===== config.mk =====
export PLATFORM = sky130hd
export DESIGN_NAME = range_session_arbiter
export DESIGN_NICKNAME = d
export VERILOG_FILES = /design/src/rtl/range_session_arbiter.sv
export SDC_FILE = /design/constraint.sdc
export NUM_CORES = 1
export LEC_CHECK = 0
export CORE_MARGIN = 2
export CORE_UTILIZATION = 63
export CTS_CLUSTER_SIZE = 16
export DETAILED_ROUTE_END_ITERATION = 12
export DONT_BUFFER_PORTS = 1
export PLACE_DENSITY = 0.87
export SKIP_LAST_GASP = 1
export SYNTH_ARGS = -nofsm -noshare
export SYNTH_HDL_FRONTEND = slang
export SYNTH_SLANG_ARGS = --single-unit
export TNS_END_PERCENT = 50

===== constraint.sdc =====
create_clock -name clock -period 3.45 [get_ports clock]
set_input_delay 0.69 -clock clock [delete_from_list [all_inputs] [get_ports clock]]
set_output_delay 0.69 -clock clock [all_outputs]
set_load 0.03 [all_outputs]

===== src/rtl/range_session_arbiter.sv =====
// Round-robin scheduler that turns one granted requester's valid/ready sample
// stream into a contiguous go..finish session on a shared range finder.
module range_session_arbiter #(
  parameter int WIDTH   = 8,
  parameter int NREQ    = 4,
  parameter int MAX_GAP = 15
) (
  input  logic                      clock,
  input  logic                      reset,
  input  logic [NREQ-1:0]           req_valid,
  input  logic [NREQ*WIDTH-1:0]     req_data,
  input  logic [NREQ-1:0]           req_last,
  output logic [NREQ-1:0]           req_ready,
  output logic [WIDTH-1:0]          rf_data,
  output logic                      rf_go,
  output logic                      rf_finish,
  input  logic [WIDTH-1:0]          rf_range,
  input  logic                      rf_error,
  output logic                      resp_valid,
  output logic [$clog2(NREQ)-1:0]   resp_id,
  output logic [WIDTH-1:0]          resp_range,
  output logic                      resp_error,
  output logic                      busy
);

  localparam int IDW  = $clog2(NREQ);
  localparam int GAPW = $clog2(MAX_GAP + 1);

  typedef enum logic [2:0] {IDLE, GO, STREAM, FIN, CAP} state_t;

  state_t           state_q;
  logic [WIDTH-1:0] hold_q;
  logic [IDW-1:0]   grant_q;
  logic [IDW-1:0]   rrLast_q;
  logic             single_q;
  logic             abort_q;
  logic             errSeen_q;
  logic [GAPW-1:0]  gap_q;
  logic             respValid_q;
  logic             respError_q;
  logic [IDW-1:0]   respId_q;
  logic [WIDTH-1:0] respRange_q;

  logic             pickValid;
  logic [IDW-1:0]   pickIdx;
  logic [IDW-1:0]   scanIdx;
  logic [IDW-1:0]   srcIdx;
  logic [NREQ-1:0]  readyInt;
  logic             xfer;
  logic             srcLast;
  logic [WIDTH-1:0] srcData;

  // Scan starts just after the requester served last, so every waiter gets a turn.
  always_comb begin
    pickValid = 1'b0;
    pickIdx   = '0;
    scanIdx   = '0;
    for (int k = 1; k <= NREQ; k++) begin
      scanIdx = IDW'((int'(rrLast_q) + k) % NREQ);
      if (!pickValid && req_valid[scanIdx]) begin
        pickValid = 1'b1;
        pickIdx   = scanIdx;
      end
    end
  end

  always_comb begin
    readyInt = '0;
    case (state_q)
      IDLE:    if (pickValid) readyInt[pickIdx] = 1'b1;
      GO:      if (!single_q) readyInt[grant_q] = 1'b1;
      STREAM:  readyInt[grant_q] = 1'b1;
      default: ;
    endcase
  end

  assign srcIdx  = (state_q == IDLE) ? pickIdx : grant_q;
  assign srcData = req_data[int'(srcIdx)*WIDTH +: WIDTH];
  assign srcLast = req_last[srcIdx];
  assign xfer    = |(req_valid & readyInt);

  // Gated so a requester never sees an accept while the block is held in reset.
  assign req_ready  = readyInt & {NREQ{~reset}};
  assign rf_data    = hold_q;
  assign rf_go      = (state_q == GO);
  assign rf_finish  = (state_q == FIN);
  assign busy       = (state_q != IDLE);
  assign resp_valid = respValid_q;
  assign resp_id    = respId_q;
  assign resp_range = respRange_q;
  assign resp_error = respError_q;

  always_ff @(posedge clock or posedge reset) begin
    if (reset) begin
      state_q     <= IDLE;
      hold_q      <= '0;
      grant_q     <= '0;
      rrLast_q    <= IDW'(NREQ - 1);
      single_q    <= 1'b0;
      abort_q     <= 1'b0;
      errSeen_q   <= 1'b0;
      gap_q       <= '0;
      respValid_q <= 1'b0;
      respError_q <= 1'b0;
      respId_q    <= '0;
      respRange_q <= '0;
    end else begin
      respValid_q <= 1'b0;
      if ((state_q == GO || state_q == STREAM || state_q == FIN) && rf_error)
        errSeen_q <= 1'b1;
      case (state_q)
        IDLE: if (xfer) begin
          hold_q    <= srcData;
          grant_q   <= pickIdx;
          single_q  <= srcLast;
          abort_q   <= 1'b0;
          errSeen_q <= 1'b0;
          gap_q     <= '0;
          state_q   <= GO;
        end
        GO: begin
          if (single_q) begin
            state_q <= FIN;
          end else if (xfer) begin
            hold_q  <= srcData;
            state_q <= srcLast ? FIN : STREAM;
          end else begin
            gap_q   <= GAPW'(1);
            state_q <= STREAM;
          end
        end
        // An idle cycle replays the held sample, which cannot move min/max.
        STREAM: begin
          if (xfer) begin
            hold_q <= srcData;
            gap_q  <= '0;
            if (srcLast) state_q <= FIN;
          end else if (gap_q == GAPW'(MAX_GAP - 1)) begin
            abort_q <= 1'b1;
            state_q <= FIN;
          end else begin
            gap_q <= gap_q + 1'b1;
          end
        end
        FIN: state_q <= CAP;
        CAP: begin
          respRange_q <= rf_range;
          respId_q    <= grant_q;
          respError_q <= abort_q | errSeen_q | rf_error;
          respValid_q <= 1'b1;
          rrLast_q    <= grant_q;
          state_q     <= IDLE;
        end
        default: state_q <= IDLE;
      endcase
    end
  end

endmodule


Word level (Yosys, flattened, before mapping):

Cells that the tools add are included.

* div/mod/pow operators: 0
* shift-type cells: 1
* multiply operators: 0
* add/sub/neg operators: 5
* order comparisons: 9
* equality and inequality tests: 13
* bitwise gates (word level): 5
* reduce and logical (&&, ||, !) cells: 23
* multiplexer cells: 51

Operator list (count)
* $shiftx A32 B6 Y8: 1
* $mux W4: 7
* $pmux W4 S3: 2
* $lt A2 B3 Y1 const B: 7
* $mux W1: 21
* $mux W8: 2
* $pmux W8 S2: 1
* $mux W3: 4
* $pmux W3 S4: 1
* $bmux W1 S2: 5
* $mux W2: 5
* $and A4 B4 Y4: 2
* $ne A2 B2 Y1 const B: 4
* $eq A3 B2 Y1 const B: 2
* $logic_and A1 B1 Y1: 6
* $ne A3 B3 Y1 const B: 2
* $reduce_bool A3 Y1: 2
* $reduce_and A5 Y1: 1
* $add A2 B1 Y2 const B: 2
* $add A2 B2 Y2 const B: 2
* $add A4 B1 Y4 const B: 1
* $demux W1 S2: 2
* $eq A4 B4 Y1 const B: 1
* $ge A2 B1 Y1 const B: 2
* other kinds (16): 22

* flip-flop bits (word level): 34
* output and inout bits: 27
* memory bits (writable): 0
* bits of input ports: 51
* ROM bits: 0
* latch bits: 0
* memories kept: 0

Depth between registers and ports, before layout:

Gate-level depths: netlist of the first run.

* depth in word-level cells: 24
* mapped depth: 10
* gate-level depth less buffers: 8

Worst setup path before layout of the first run:

No wires, ideal clock.

* path kind: input port to output port
* from: in req_valid[3]
* to: out req_ready[1]
* buffers on the path: 1
* cell stages on the path: 6
* data arrival time: 2081 ps
* setup slack: 679 ps
* path through: buf_2 or3b_1 o21a_1 a21oi_1 a22oi_1 nor2_1

* longest elaborated chain between the ends: 19

Ends and longest elaborated chain
* from (decl): RTL line 10 `input logic [NREQ-1:0] req_valid,`
* $bmux W1 S2: RTL line 60 `if (!pickValid && req_valid[scanIdx]) begin`
* $mux W1 (implied by the code): RTL line 60
* $mux W1: RTL line 60
* $logic_not A1 Y1: RTL line 60
* $logic_and A1 B1 Y1: RTL line 60
* $mux W1: RTL line 60
* $logic_not A1 Y1: RTL line 60
* $logic_and A1 B1 Y1: RTL line 60
* [3 not listed]
* $mux W2: RTL line 60
* $lt A2 B3 Y1 (implied by the code) or $ge A2 B1 Y1 (tied branches): RTL line 70 `IDLE: if (pickValid) readyInt[pickIdx] = 1'b1;`
* $logic_and A1 B1 Y1 (implied by the code): RTL line 70
* $mux W1 (implied by the code): RTL line 70
* $demux W1 S2: RTL line 70
* $mux W4 *: RTL line 70
* $pmux W4 S3 *: RTL line 69 `case (state_q)`
* $and A4 B4 Y4 *: RTL line 83 `assign req_ready = readyInt & {NREQ{~reset}};`
* to (decl): RTL line 13 `output logic [NREQ-1:0] req_ready,`

Mark *: on every way between the ends. The rest lies on a longest branch, timed or not. The select of a mux whose other input is x is not followed.

Worst setup path after layout of the first run:

* from: reg state_q[0]
* to: out req_ready[1]

* longest elaborated chain between the ends: 3

Ends and longest elaborated chain
* from (decl): RTL line 31 `state_t state_q;`
* from (signal assigned): RTL line 126 `state_q <= srcLast ? FIN : STREAM;`
* $eq A3 B2 Y1, or another cell as far along: RTL line 69
* $pmux W4 S3 *: RTL line 69
* $and A4 B4 Y4 *: RTL line 83

Mark *: on every way between the ends. The rest lies on a longest branch, timed or not.

==> results of run 1 <==
-- critical path, delay by kind of cell, from the launching register on --
family / cells / cell delay [ns]
AND/OR/NAND/NOR: 2 / 0.83
AO/OA/AOI/OAI: 2 / 0.53
flip-flops: 1 / 0.50
buffers and inverters: 1 / 0.27
-- how the worst max path moves through the flow --
stage                           startpoint  slack, ns                      to
floorplan                     req_valid[3]       0.68            req_ready[1]
global placement              req_valid[3]       0.62  rf_data[6]$_DFFE_PP0P_
detailed placement            req_valid[3]       0.53  rf_data[2]$_DFFE_PP0P_
CTS                 state_q[0]$_DFFE_PP0P_       0.29            req_ready[1]
global route        state_q[0]$_DFFE_PP0P_       0.15            req_ready[1]
finish              state_q[0]$_DFFE_PP0P_       0.28            req_ready[1]
-- where the power goes --
part,switching [W],internal (W),leakage [nW]
logic,0.000689,0.000554,0.595
clock network,0.000126,0.000154,0.0395
registers,0.000402,0.000588,0.414
total,0.00122,0.00130,1.05
-- placed cells by master, fill, tap and decap left out, types with 2 or more instances in the layout --
cell and instances:
sky130_fd_sc_hd__mux2i_1 13, sky130_fd_sc_hd__clkbuf_1 2, sky130_fd_sc_hd__a21oi_1 8, sky130_fd_sc_hd__nand2b_1 3, sky130_fd_sc_hd__mux2_2 17, sky130_fd_sc_hd__ha_1 2
sky130_fd_sc_hd__o21a_1 2, sky130_fd_sc_hd__clkbuf_4 5, sky130_fd_sc_hd__a22oi_1 3, sky130_fd_sc_hd__a21o_1 6, sky130_fd_sc_hd__o211ai_1 2, sky130_fd_sc_hd__o2bb2ai_1 3
sky130_fd_sc_hd__nor3_1 3, sky130_fd_sc_hd__nand3_1 2, sky130_fd_sc_hd__dfrtp_1 32, sky130_fd_sc_hd__buf_4 5, sky130_fd_sc_hd__nand2_1 51, sky130_fd_sc_hd__nor2_1 13
sky130_fd_sc_hd__and3_1 2, sky130_fd_sc_hd__inv_1 14, sky130_fd_sc_hd__dfstp_2 2, sky130_fd_sc_hd__o21ai_0 16, sky130_fd_sc_hd__a31oi_1 5, sky130_fd_sc_hd__nor2b_1 2
-- metrics by stage --
step	std cells	hold slack (ns)	worst slack [ns]	area, µm²	power, W
after CTS	275	0.439	0.294	2160	0.00253
after global placement	267	0.484	0.623	2080	0.00219
final	275	0.450	0.282	2160	0.00251
after detailed placement	267	0.487	0.529	2080	0.00224
after floorplan	229	0.451	0.679	2050	0.00201
after global routing	275	0.436	0.149	2160	0.00271
-- final cells by class --
type / count / area share (%)
Clock inverter: 1 / 1.39
Timing Repair Buffer: 5 / 1.74
Inverter: 14 / 2.44
Multi-Input combinational cell: 170 / 50.2
Tap cell: 44 / 2.55
Clock buffer: 7 / 2.09
Sequential cell: 34 / 39.6
-- logic make-up (layout without fill, tap and decap cells) --
logic type	Yosys count	in the layout	share of synthesized area (%)
adder cells (fa/ha/maj)	2	2	1.22
flip-flops	34	34	41.7
AO/OA/AOI/OAI	53	53	17.4
buffers and inverters	25	27	5.32
AND/OR/NAND/NOR	85	85	18.7
multiplexers	30	30	15.7
-- routing by layer --
| layer | wire length, µm | up-vias | global-route usage [%] |
|---|---|---|---|
| met5 | 0 | - | 0 |
| met4 | 70 | 0 | 12.1 |
| met2 | 1910 | 38 | 37.3 |
| li1 | - | 798 | - |
| met3 | 194 | 7 | 5.33 |
| met1 | 1820 | 790 | 30.1 |
-- state kept, by name, indices dropped and copies added, names as in the netlist --
| register | cells |
|---|---|
| abort_q | 1 |
| errSeen_q | 1 |
| gap_q | 4 |
| grant_q | 2 |
| resp_error | 1 |
| resp_id | 2 |
| resp_range | 8 |
| resp_valid | 1 |
| rf_data | 8 |
| rrLast_q | 2 |
| single_q | 1 |
| state_q | 3 |
==> results.md, run 1 <==
- Transition time of the tightest slew-check pin: 1.05 ns
- Clock buffer depth: 2
- Die Y: 61.0 µm
- HPWL after detailed placement: 3050 µm
- Final period util: 91.8%
- Worst hold path stage count: 2
- Endpoint kind of the worst setup timing path: primary output
- Via density: 5.94
- Number of antenna violations at the first check in global routing: 0
- Reg clk slew, reported paths: 0.10 ns
- ANT cells: 0
- Share of synthesized flip-flops with an asynchronous set or reset: 100%
- Endpoint, Worst Hold: resp_range[4]$_DFFE_PP0P_
- Worst hold path startpoint: rf_range[4]
- Final standard cell utilization of the core: 70.1%
- Number of flops mapped to enable cells by yosys: 0
- RSZ-0062 raised after global routing: no
- Port Buffers: 0
- Slowest cell on the critical path: sky130_fd_sc_hd__dfrtp_1
- Vias in the first global route: 1505
- Vias: 1633
- TritonCTS buffer count: 5
- Worst-path cell chain: nor3_4 -> inv_1 -> a21oi_1 -> a22oi_1 -> nor2_1
- Headroom to the max-slew limit: 29.9%
- Endpoints failing setup: 0
- Iteration-0 DRC count of the detailed router: 121
- Crit Path Max Fanout: 8
- Number of hold-slack violations in the final timing report: 0
- Count of pins on the block boundary: 78
- Nets: 283
- Layout overhead on the synthesized area: 5.44%
- Dominant cell type by area after synthesis: sky130_fd_sc_hd__dfrtp_1
- Register-to-register setup slack: 0.48 ns
- Ratio of cells with drive above 1 in the final layout: 15.2%
- Number of maximum-capacitance constraint violations: 0
- Type of the worst setup path: flop to primary output
- Start of the worst register-to-register path: state_q[0]$_DFFE_PP0P_
- PD cells: 1160 nW/µm²
- Worst IR drop on VDD: 0.000569 V
- Final routed wirelength across all metal layers: 4000 µm
- Crit path required time: 2.76 ns
- Max frequency: 316 MHz
- Weighted congestion at the end of routability-driven global placement: 0.837
- Die boundary width: 61.0 µm
- Synth warnings: 0
- Outcome: completed
- Total negative setup slack: 0 ns
- Number of synthesized register bits: 34
- Clock tree from TritonCTS: done
- Number of H-tree branching levels: 2
- Worst skew pair latency: 0.34 ns
- Delay contributed by the slowest stage of the critical path: 0.50 ns
- Most used flip-flop cell after synthesis: sky130_fd_sc_hd__dfrtp_1
- Antenna violation net count after detailed routing: 0
- Reg2reg end: rf_data[2]$_DFFE_PP0P_
- Global Route Usage Sum: 23.5%
- CTS Hold Bufs: 0
- Worst Path Arrival: 2.48 ns
- Worst-case reg-to-reg path depth: 7
- Number of inserted filler cells in the final layout: 248
- Most frequent cells after synthesis: sky130_fd_sc_hd__nand2_1 (51), sky130_fd_sc_hd__dfrtp_1 (32), sky130_fd_sc_hd__mux2_2 (17), sky130_fd_sc_hd__o21ai_0 (16), sky130_fd_sc_hd__inv_1 (14)
- Cells taking the most area after synthesis: sky130_fd_sc_hd__dfrtp_1 (39%), sky130_fd_sc_hd__nand2_1 (9.4%), sky130_fd_sc_hd__mux2_2 (9.4%), sky130_fd_sc_hd__mux2i_1 (6.4%), sky130_fd_sc_hd__o21ai_0 (3.9%)
- Clock tree skew after final layout: 0.00856 ns
- First-pass detailed-route iteration total: 4
- Top-count cell post-synth: sky130_fd_sc_hd__nand2_1
- Summed instance area of the synthesized netlist: 2050 µm²
- Minimum clock period after layout: 3.17 ns
- Global-route wire length before repair: 6400 µm
- Total grt overflow: 0
- Area of the core region: 3080 µm²
- Post-CTS setup buffer count: 0
- Crit start category: flop
- Area share of the leading cell type in the synthesized netlist: 39.1%
- Number of clock sinks: 34
- Largest net degree at the start of global routing: 30
- Static leakage power: 1.05 nW
- Area taken by flip-flops and latches: 853 µm²
- Class of the tightest hold or removal check: input port to flop
- Post-detailed-route wirelength per cell: 14.5 µm
- Root Driver: sky130_fd_sc_hd__clkbuf_4
- Average footprint of a synthesized cell: 8.93 µm²
- Die Area: 3720 µm²
- Number of slew-limit violations in the final report: 0
- Multi-input gate area: 1080 µm²
- Portion of the post-synthesis area used by sequential elements: 41.7%
- Number of gates given a new drive strength after cts: 0
- Post-route DRC: 0
- Synthesized netlist net count: 282
- Gate count after technology mapping: 229
- Initial Util: 66.5%
- # rows: 20
- Synth unique cells: 41
Power figures use the tool's default switching activity.
==> inputs of run 2 (changes only) <==
--- a/config.mk
+++ b/config.mk
@@ -6,11 +6,11 @@
 export NUM_CORES = 1
 export LEC_CHECK = 0
 export CORE_MARGIN = 2
-export CORE_UTILIZATION = 63
+export CORE_UTILIZATION = 57
 export CTS_CLUSTER_SIZE = 16
 export DETAILED_ROUTE_END_ITERATION = 12
 export DONT_BUFFER_PORTS = 1
-export PLACE_DENSITY = 0.87
+export PLACE_DENSITY = 0.83
 export SKIP_LAST_GASP = 1
 export SYNTH_ARGS = -nofsm -noshare
 export SYNTH_HDL_FRONTEND = slang
==> constraint.sdc (replaced) <==
create_clock -name clock -period 2.8 [get_ports clock]
set_input_delay 0.56 -clock clock [delete_from_list [all_inputs] [get_ports clock]]
set_output_delay 0.56 -clock clock [all_outputs]
set_load 0.03 [all_outputs]
==> results.md, run 2 (synthesis results as in run 1) <==
- Vias in the first global route: 1643 (+9.2%)
- Weighted congestion at the end of routability-driven global placement: 0.893 (+6.7%)
- Post-route cell area: 2210 µm² (+2.3%)
- Number of inserted filler cells in the final layout: 266 (+7.3%)
- Minimum clock period after layout: 2.64 ns
- Vias: 1608 (-1.5%)
- Worst skew pair latency: 0.34 ns (about the same)
- Endpoint kind of the worst setup timing path: primary output
- Number of antenna violations at the first check in global routing: 0 (unchanged)
- Worst Path Arrival: 2.08 ns (-0.40 ns)
- Final routed wirelength across all metal layers: 3990 µm (-0.13%)
- Headroom to the max-slew limit: 61.5% (+32 points)
- Ratio of cells with drive above 1 in the final layout: 18.3% (+3.1 points)
- Outcome: completed
- Die Area: 4080 µm² (+9.8%)
- Number of H-tree branching levels: 2 (unchanged)
- Nets: 287 (+1.4%)
- Clock buffer depth: 2 (unchanged)
- Global Route Usage Sum: 21.9% (-1.6 points)
- Number of slew-limit violations in the final report: 0 (unchanged)
- First-pass detailed-route iteration total: 4 (unchanged)
- Post-detailed-route wirelength per cell: 14.2 µm (-2.3%)
- Endpoints failing setup: 0 (unchanged)
- Largest net degree at the start of global routing: 35 (+17%)
- ANT cells: 0 (unchanged)
- Crit Path Max Fanout: 8 (unchanged)
- Type of the worst setup path: flop to primary output
- Worst hold slack after final layout: 0.174 ns (-0.276 ns)
- Via density: 5.72 (-3.6%)
- Initial Util: 60.4% (-6.1 points)
- # rows: 21 (+5.0%)
- Antenna violation net count after detailed routing: 0 (unchanged)
- Most common library cell in the layout ignoring fill and taps: sky130_fd_sc_hd__nand2_1
- Layout Cells excl Fill: 281 (+2.2%)
- Iteration-0 DRC count of the detailed router: 89 (-26%)
- Global-route wire length before repair: 7030 µm (+9.9%)
- Placed cell area: 2110 µm² (+1.6%)
- Crit path required time: 2.24 ns (-0.52 ns)
- Number of clock sinks: 34 (unchanged)
- RSZ-0062 raised after global routing: yes
- TritonCTS buffer count: 5 (unchanged)
- Root Driver: sky130_fd_sc_hd__clkbuf_4
- Total grt overflow: 0 (unchanged)
- Final period util: 94.4%
- Number of maximum-capacitance constraint violations: 0 (unchanged)
- CTS Hold Bufs: 0 (unchanged)
- Placed cells: 273 (+2.2%)
- HPWL after detailed placement: 2960 µm (-3.2%)
- Number of hold-slack violations in the final timing report: 0 (unchanged)
- Layout overhead on the synthesized area: 7.83%
- Static leakage power: 1.07 nW (+1.8%)
- Post-route DRC: 0 (unchanged)
- PD cells: 1420 nW/µm² (+22%)
- Die boundary width: 63.9 µm (+4.8%)
- Clock tree skew after final layout: 0.0154 ns (+0.00688 ns)
- Count of pins on the block boundary: 78 (unchanged)
- Class of the tightest hold or removal check: input port to asynchronous set/reset pin
- Transition time of the tightest slew-check pin: 0.575 ns (-0.473 ns)
- Crit start category: flop
- Clock tree from TritonCTS: done
- Most used cells in the layout excluding fill and tap cells: sky130_fd_sc_hd__nand2_1 (51), sky130_fd_sc_hd__dfrtp_1 (32), sky130_fd_sc_hd__mux2_2 (17)
- Area of the core region: 3390 µm² (+10%)
- Max frequency: 378 MHz
- Port Buffers: 0 (unchanged)
- Reg clk slew, reported paths: 0.12 ns (+0.02 ns)
- Die Y: 63.9 µm (+4.8%)
- Worst IR drop on VDD: 0.000575 V (+1.0%)
-- run 2: per-layer routing --
metal	share of wire, %	vias up	wire (µm)	global-route usage [%]
li1	-	806	-	-
met1	42	766	1690	25.9
met2	52	32	2080	37.5
met3	4.3	4	171	4.58
met4	1.5	0	58	10.6
met5	0	-	0	0
-- run 2: final cells by class --
type                            count  area [µm²]  area share [%]
Tap cell                           46        57.6            2.61
Multi-Input combinational cell    170        1090            49.5
Timing Repair Buffer                9        67.6            3.06
Clock buffer                        5        37.5            1.70
Inverter                           14        52.6            2.38
Sequential cell                    34         853            38.7
Clock inverter                      3        45.0            2.04
-- run 2: stage by stage --
step                      TNS (ns)  util, %  setup WS, ns  power [W]
final                            0     65.1         0.157    0.00313
after floorplan                  0        -         0.193    0.00248
after global placement           0     62.4         0.370    0.00274
after detailed placement         0     62.4         0.296    0.00277
after global routing       -0.0112     65.1       -0.0112    0.00340
after CTS                        0     64.8        0.0759    0.00315
-- run 2: timing repair --
item                       4_1_cts  5_1_grt
resized for setup                0        2
setup buffers                    0        0
setup endpoints to repair        0        2
-- run 2: where the power goes --
part / switching, W / leakage (nW) / total, W / internal [W]
clock: 0.000178 / 0.0374 / 0.000365 / 0.000187
sequential: 0.000485 / 0.414 / 0.00121 / 0.000725
combinational: 0.000848 / 0.616 / 0.00156 / 0.000712
total: 0.00151 / 1.07 / 0.00313 / 0.00162
-- run 2: path summary, 6_finish.rpt --
kind | startpoint | end | slack (ns) | depth (start not counted)
worst max-delay path | state_q[0]$_DFFE_PP0P_ | req_ready[3] | 0.16 | 6
worst max register to register | state_q[0]$_DFFE_PP0P_ | state_q[0]$_DFFE_PP0P_ | 0.40 | 8
worst min register to register | abort_q$_DFFE_PP0P_ | abort_q$_DFFE_PP0P_ | 0.50 | 1
max in group asynchronous | reset | rrLast_q[0]$_DFFE_PP1P_ | 2.29 | 2
min in group clock | rf_range[5] | resp_range[5]$_DFFE_PP0P_ | 0.31 | 2
worst min-delay path | reset | rf_data[5]$_DFFE_PP0P_ | 0.17 | 2
-- run 2: critical path, stage by stage (launching register included) --
cell                       delay [ns]
sky130_fd_sc_hd__dfrtp_1         0.54
sky130_fd_sc_hd__nand2b_1        0.29
sky130_fd_sc_hd__o21ai_0         0.22
sky130_fd_sc_hd__and3b_1         0.25
sky130_fd_sc_hd__a22oi_1         0.22
sky130_fd_sc_hd__nor2_1          0.06
sky130_fd_sc_hd__buf_4           0.17
==> inputs of run 3 (changes only) <==
--- a/config.mk
+++ b/config.mk
@@ -10,7 +10,7 @@
 export CTS_CLUSTER_SIZE = 16
 export DETAILED_ROUTE_END_ITERATION = 12
 export DONT_BUFFER_PORTS = 1
-export PLACE_DENSITY = 0.83
+export PLACE_DENSITY_LB_ADDON = 0.08
 export SKIP_LAST_GASP = 1
 export SYNTH_ARGS = -nofsm -noshare
 export SYNTH_HDL_FRONTEND = slang
==> results.md, run 3 (synthesis results as in run 1) <==
- Weighted congestion at the end of routability-driven global placement: 0.833 (-6.8%)
- Placed cell area: 2110 µm² (unchanged)
- Post-route DRC: 0 (unchanged)
- TritonCTS buffer count: 5 (unchanged)
- Area of the core region: 3390 µm² (unchanged)
- Headroom to the max-slew limit: 61.4% (-0.17 points)
- Number of inserted filler cells in the final layout: 272 (+2.3%)
- Clock tree from TritonCTS: done
- HPWL after detailed placement: 3530 µm (+19%)
- Worst-case reg-to-reg path depth: 7 (-1)
- Post-Place Worst Slack: 0.326 ns (+0.0291 ns)
- Post-route cell area: 2190 µm² (-0.79%)
- Detail Route met3 WL: 325 µm (+90%)
- Root Driver: sky130_fd_sc_hd__clkbuf_4
- Port Buffers: 0 (unchanged)
- Crit Path Max Fanout: 4 (-4)
- Most common library cell in the layout ignoring fill and taps: sky130_fd_sc_hd__nand2_1
- Max frequency: 371 MHz (-1.8%)
- Die boundary width: 63.9 µm (unchanged)
- Global-route wire length before repair: 7600 µm (+8.1%)
- Placed cells: 273 (unchanged)
- Routed length on met1: 1850 µm (+9.7%)
- Clock tree skew after final layout: 0.00709 ns (-0.00834 ns)
- Area taken by flip-flops and latches: 855 µm² (+0.15%)
- Global Route Usage Sum: 23.8% (+1.9 points)
- Worst Path Arrival: 2.13 ns (+0.05 ns)
- Delay contributed by the slowest stage of the critical path: 0.57 ns (+0.03 ns)
- ANT cells: 0 (unchanged)
- Start of the worst register-to-register path: state_q[1]$_DFFE_PP0P_
- Register-to-register setup slack: 0.38 ns (-0.02 ns)
- Most used cells in the layout excluding fill and tap cells: sky130_fd_sc_hd__nand2_1 (51), sky130_fd_sc_hd__dfrtp_1 (31), sky130_fd_sc_hd__mux2_2 (17)
- Static leakage power: 1.06 nW (-0.45%)
- Antenna violation net count after detailed routing: 0 (unchanged)
- Largest delay contributor family on the critical path: simple AND/OR/NAND/NOR gates
- Slowest cell on the critical path: sky130_fd_sc_hd__dfstp_2
- Post-detailed-route wirelength per cell: 16.1 µm (+13%)
- Nets: 287 (unchanged)
- Number of hold-slack violations in the final timing report: 0 (unchanged)
- # rows: 21 (unchanged)
- Crit path required time: 2.24 ns (about the same)
- Largest net degree at the start of global routing: 35 (unchanged)
- Die Y: 63.9 µm (unchanged)
- Layout Cells excl Fill: 281 (unchanged)
- Transition time of the tightest slew-check pin: 0.577 ns (+0.00256 ns)
- Initial Util: 60.4% (unchanged)
- Via density: 5.98 (+4.5%)
- Total length of routed met2 wires: 2290 µm (+10%)
- First-pass detailed-route iteration total: 4 (unchanged)
- Endpoints failing setup: 0 (unchanged)
- PD cells: 1420 nW/µm² (+0.14%)
- Type of the worst setup path: flop to primary output
- Crit path top cell by count: sky130_fd_sc_hd__a31oi_1
- Total grt overflow: 0 (unchanged)
- Multi-input gate area: 1090 µm² (unchanged)
- Number of buffers and inverters on the critical path: 1 (unchanged)
- Number of slew-limit violations in the final report: 0 (unchanged)
- Clock buffer depth: 2 (unchanged)
- Iteration-0 DRC count of the detailed router: 172 (+93%)
- Vias in the first global route: 1700 (+3.5%)
- Endpoint kind of the worst setup timing path: primary output
- Crit path setup slack, layout: 0.108 ns (-0.0488 ns)
- Highest routing layer actually used: met4
- Number of H-tree branching levels: 2 (unchanged)
- RSZ-0062 raised after global routing: yes
- Worst IR drop on VDD: 0.000792 V (+38%)
- Reg2reg end: state_q[0]$_DFFE_PP0P_
- Class of the tightest hold or removal check: input port to asynchronous set/reset pin
- Number of maximum-capacitance constraint violations: 0 (unchanged)
- Worst-path cell chain: inv_1 -> or3_1 -> a31oi_1 -> a31oi_1 -> nor2_1
- Worst skew pair latency: 0.33 ns (about the same)
- Final period util: 96.2% (+1.7 points)
- Minimum clock period after layout: 2.69 ns (+0.0488 ns)
- Number of clock sinks: 34 (unchanged)
- Ratio of cells with drive above 1 in the final layout: 18.7% (+0.43 points)
- Die Area: 4080 µm² (unchanged)
- Number of antenna violations at the first check in global routing: 0 (unchanged)
- Outcome: completed
- Layout overhead on the synthesized area: 6.97%
- Final routed wirelength across all metal layers: 4530 µm (+13%)
- Reg clk slew, reported paths: 0.11 ns (about the same)
- Vias: 1680 (+4.5%)
- Crit start category: flop
- Count of pins on the block boundary: 78 (unchanged)
## run 3: changes by cell type in the layout (fill, tap and decap cells not counted), sizes merged
| cell | previous run | this run |
|---|---|---|
| bufinv | 1 | 0 |
| clkbuf | 5 | 6 |
| clkinv | 0 | 1 |
| clkinvlp | 2 | 1 |
## run 3: cell type report
cell class	count	area share (%)
Sequential cell	34	39.1
Inverter	14	2.40
Clock inverter	2	0.572
Clock buffer	6	2.34
Timing Repair Buffer	9	3.09
Tap cell	46	2.63
Multi-Input combinational cell	170	49.9
## run 3: metal layers
| layer | up-vias | global-route usage [%] |
|---|---|---|
| li1 | 804 | - |
| met1 | 794 | 28.3 |
| met2 | 74 | 41.0 |
| met3 | 8 | 6.69 |
| met4 | 0 | 8.15 |
| met5 | - | 0 |
## run 3: worst max-delay path by stage
stage               cells past startpoint                      to               startpoint  slack, ns
floorplan                               8  state_q[0]$_DFFE_PP0P_             req_valid[3]       0.19
global placement                        7  state_q[0]$_DFFE_PP0P_             req_valid[2]       0.38
detailed placement                      7  state_q[0]$_DFFE_PP0P_             req_valid[2]       0.33
CTS                                     5            req_ready[0]   state_q[1]$_DFFE_PP0P_       0.06
global route                            5            req_ready[2]   state_q[1]$_DFFE_PP0P_      -0.01
finish                                  5            req_ready[2]  rrLast_q[0]$_DFFE_PP1P_       0.11
## run 3: repair_timing
action                     CTS  global route
setup buffers                0             0
resized for setup            0             4
setup endpoints to repair    0             4
hold buffers                 0             0
## run 3: through the flow
stage	hold WS [ns]	utilization, %	power [W]	TNS [ns]
final	0.193	64.6	0.00311	0
after global routing	0.217	64.6	0.00337	-0.0222
after floorplan	0.451	-	0.00248	0
after global placement	0.468	62.4	0.00274	0
after detailed placement	0.499	62.4	0.00283	0
after CTS	0.201	64.3	0.00312	0
## run 3: report_power, final
group          internal (W)  total (W)  switching, W
clock network      0.000121   0.000286      0.000165
logic              0.000727    0.00160      0.000878
registers          0.000726    0.00122      0.000498
total               0.00157    0.00311       0.00154
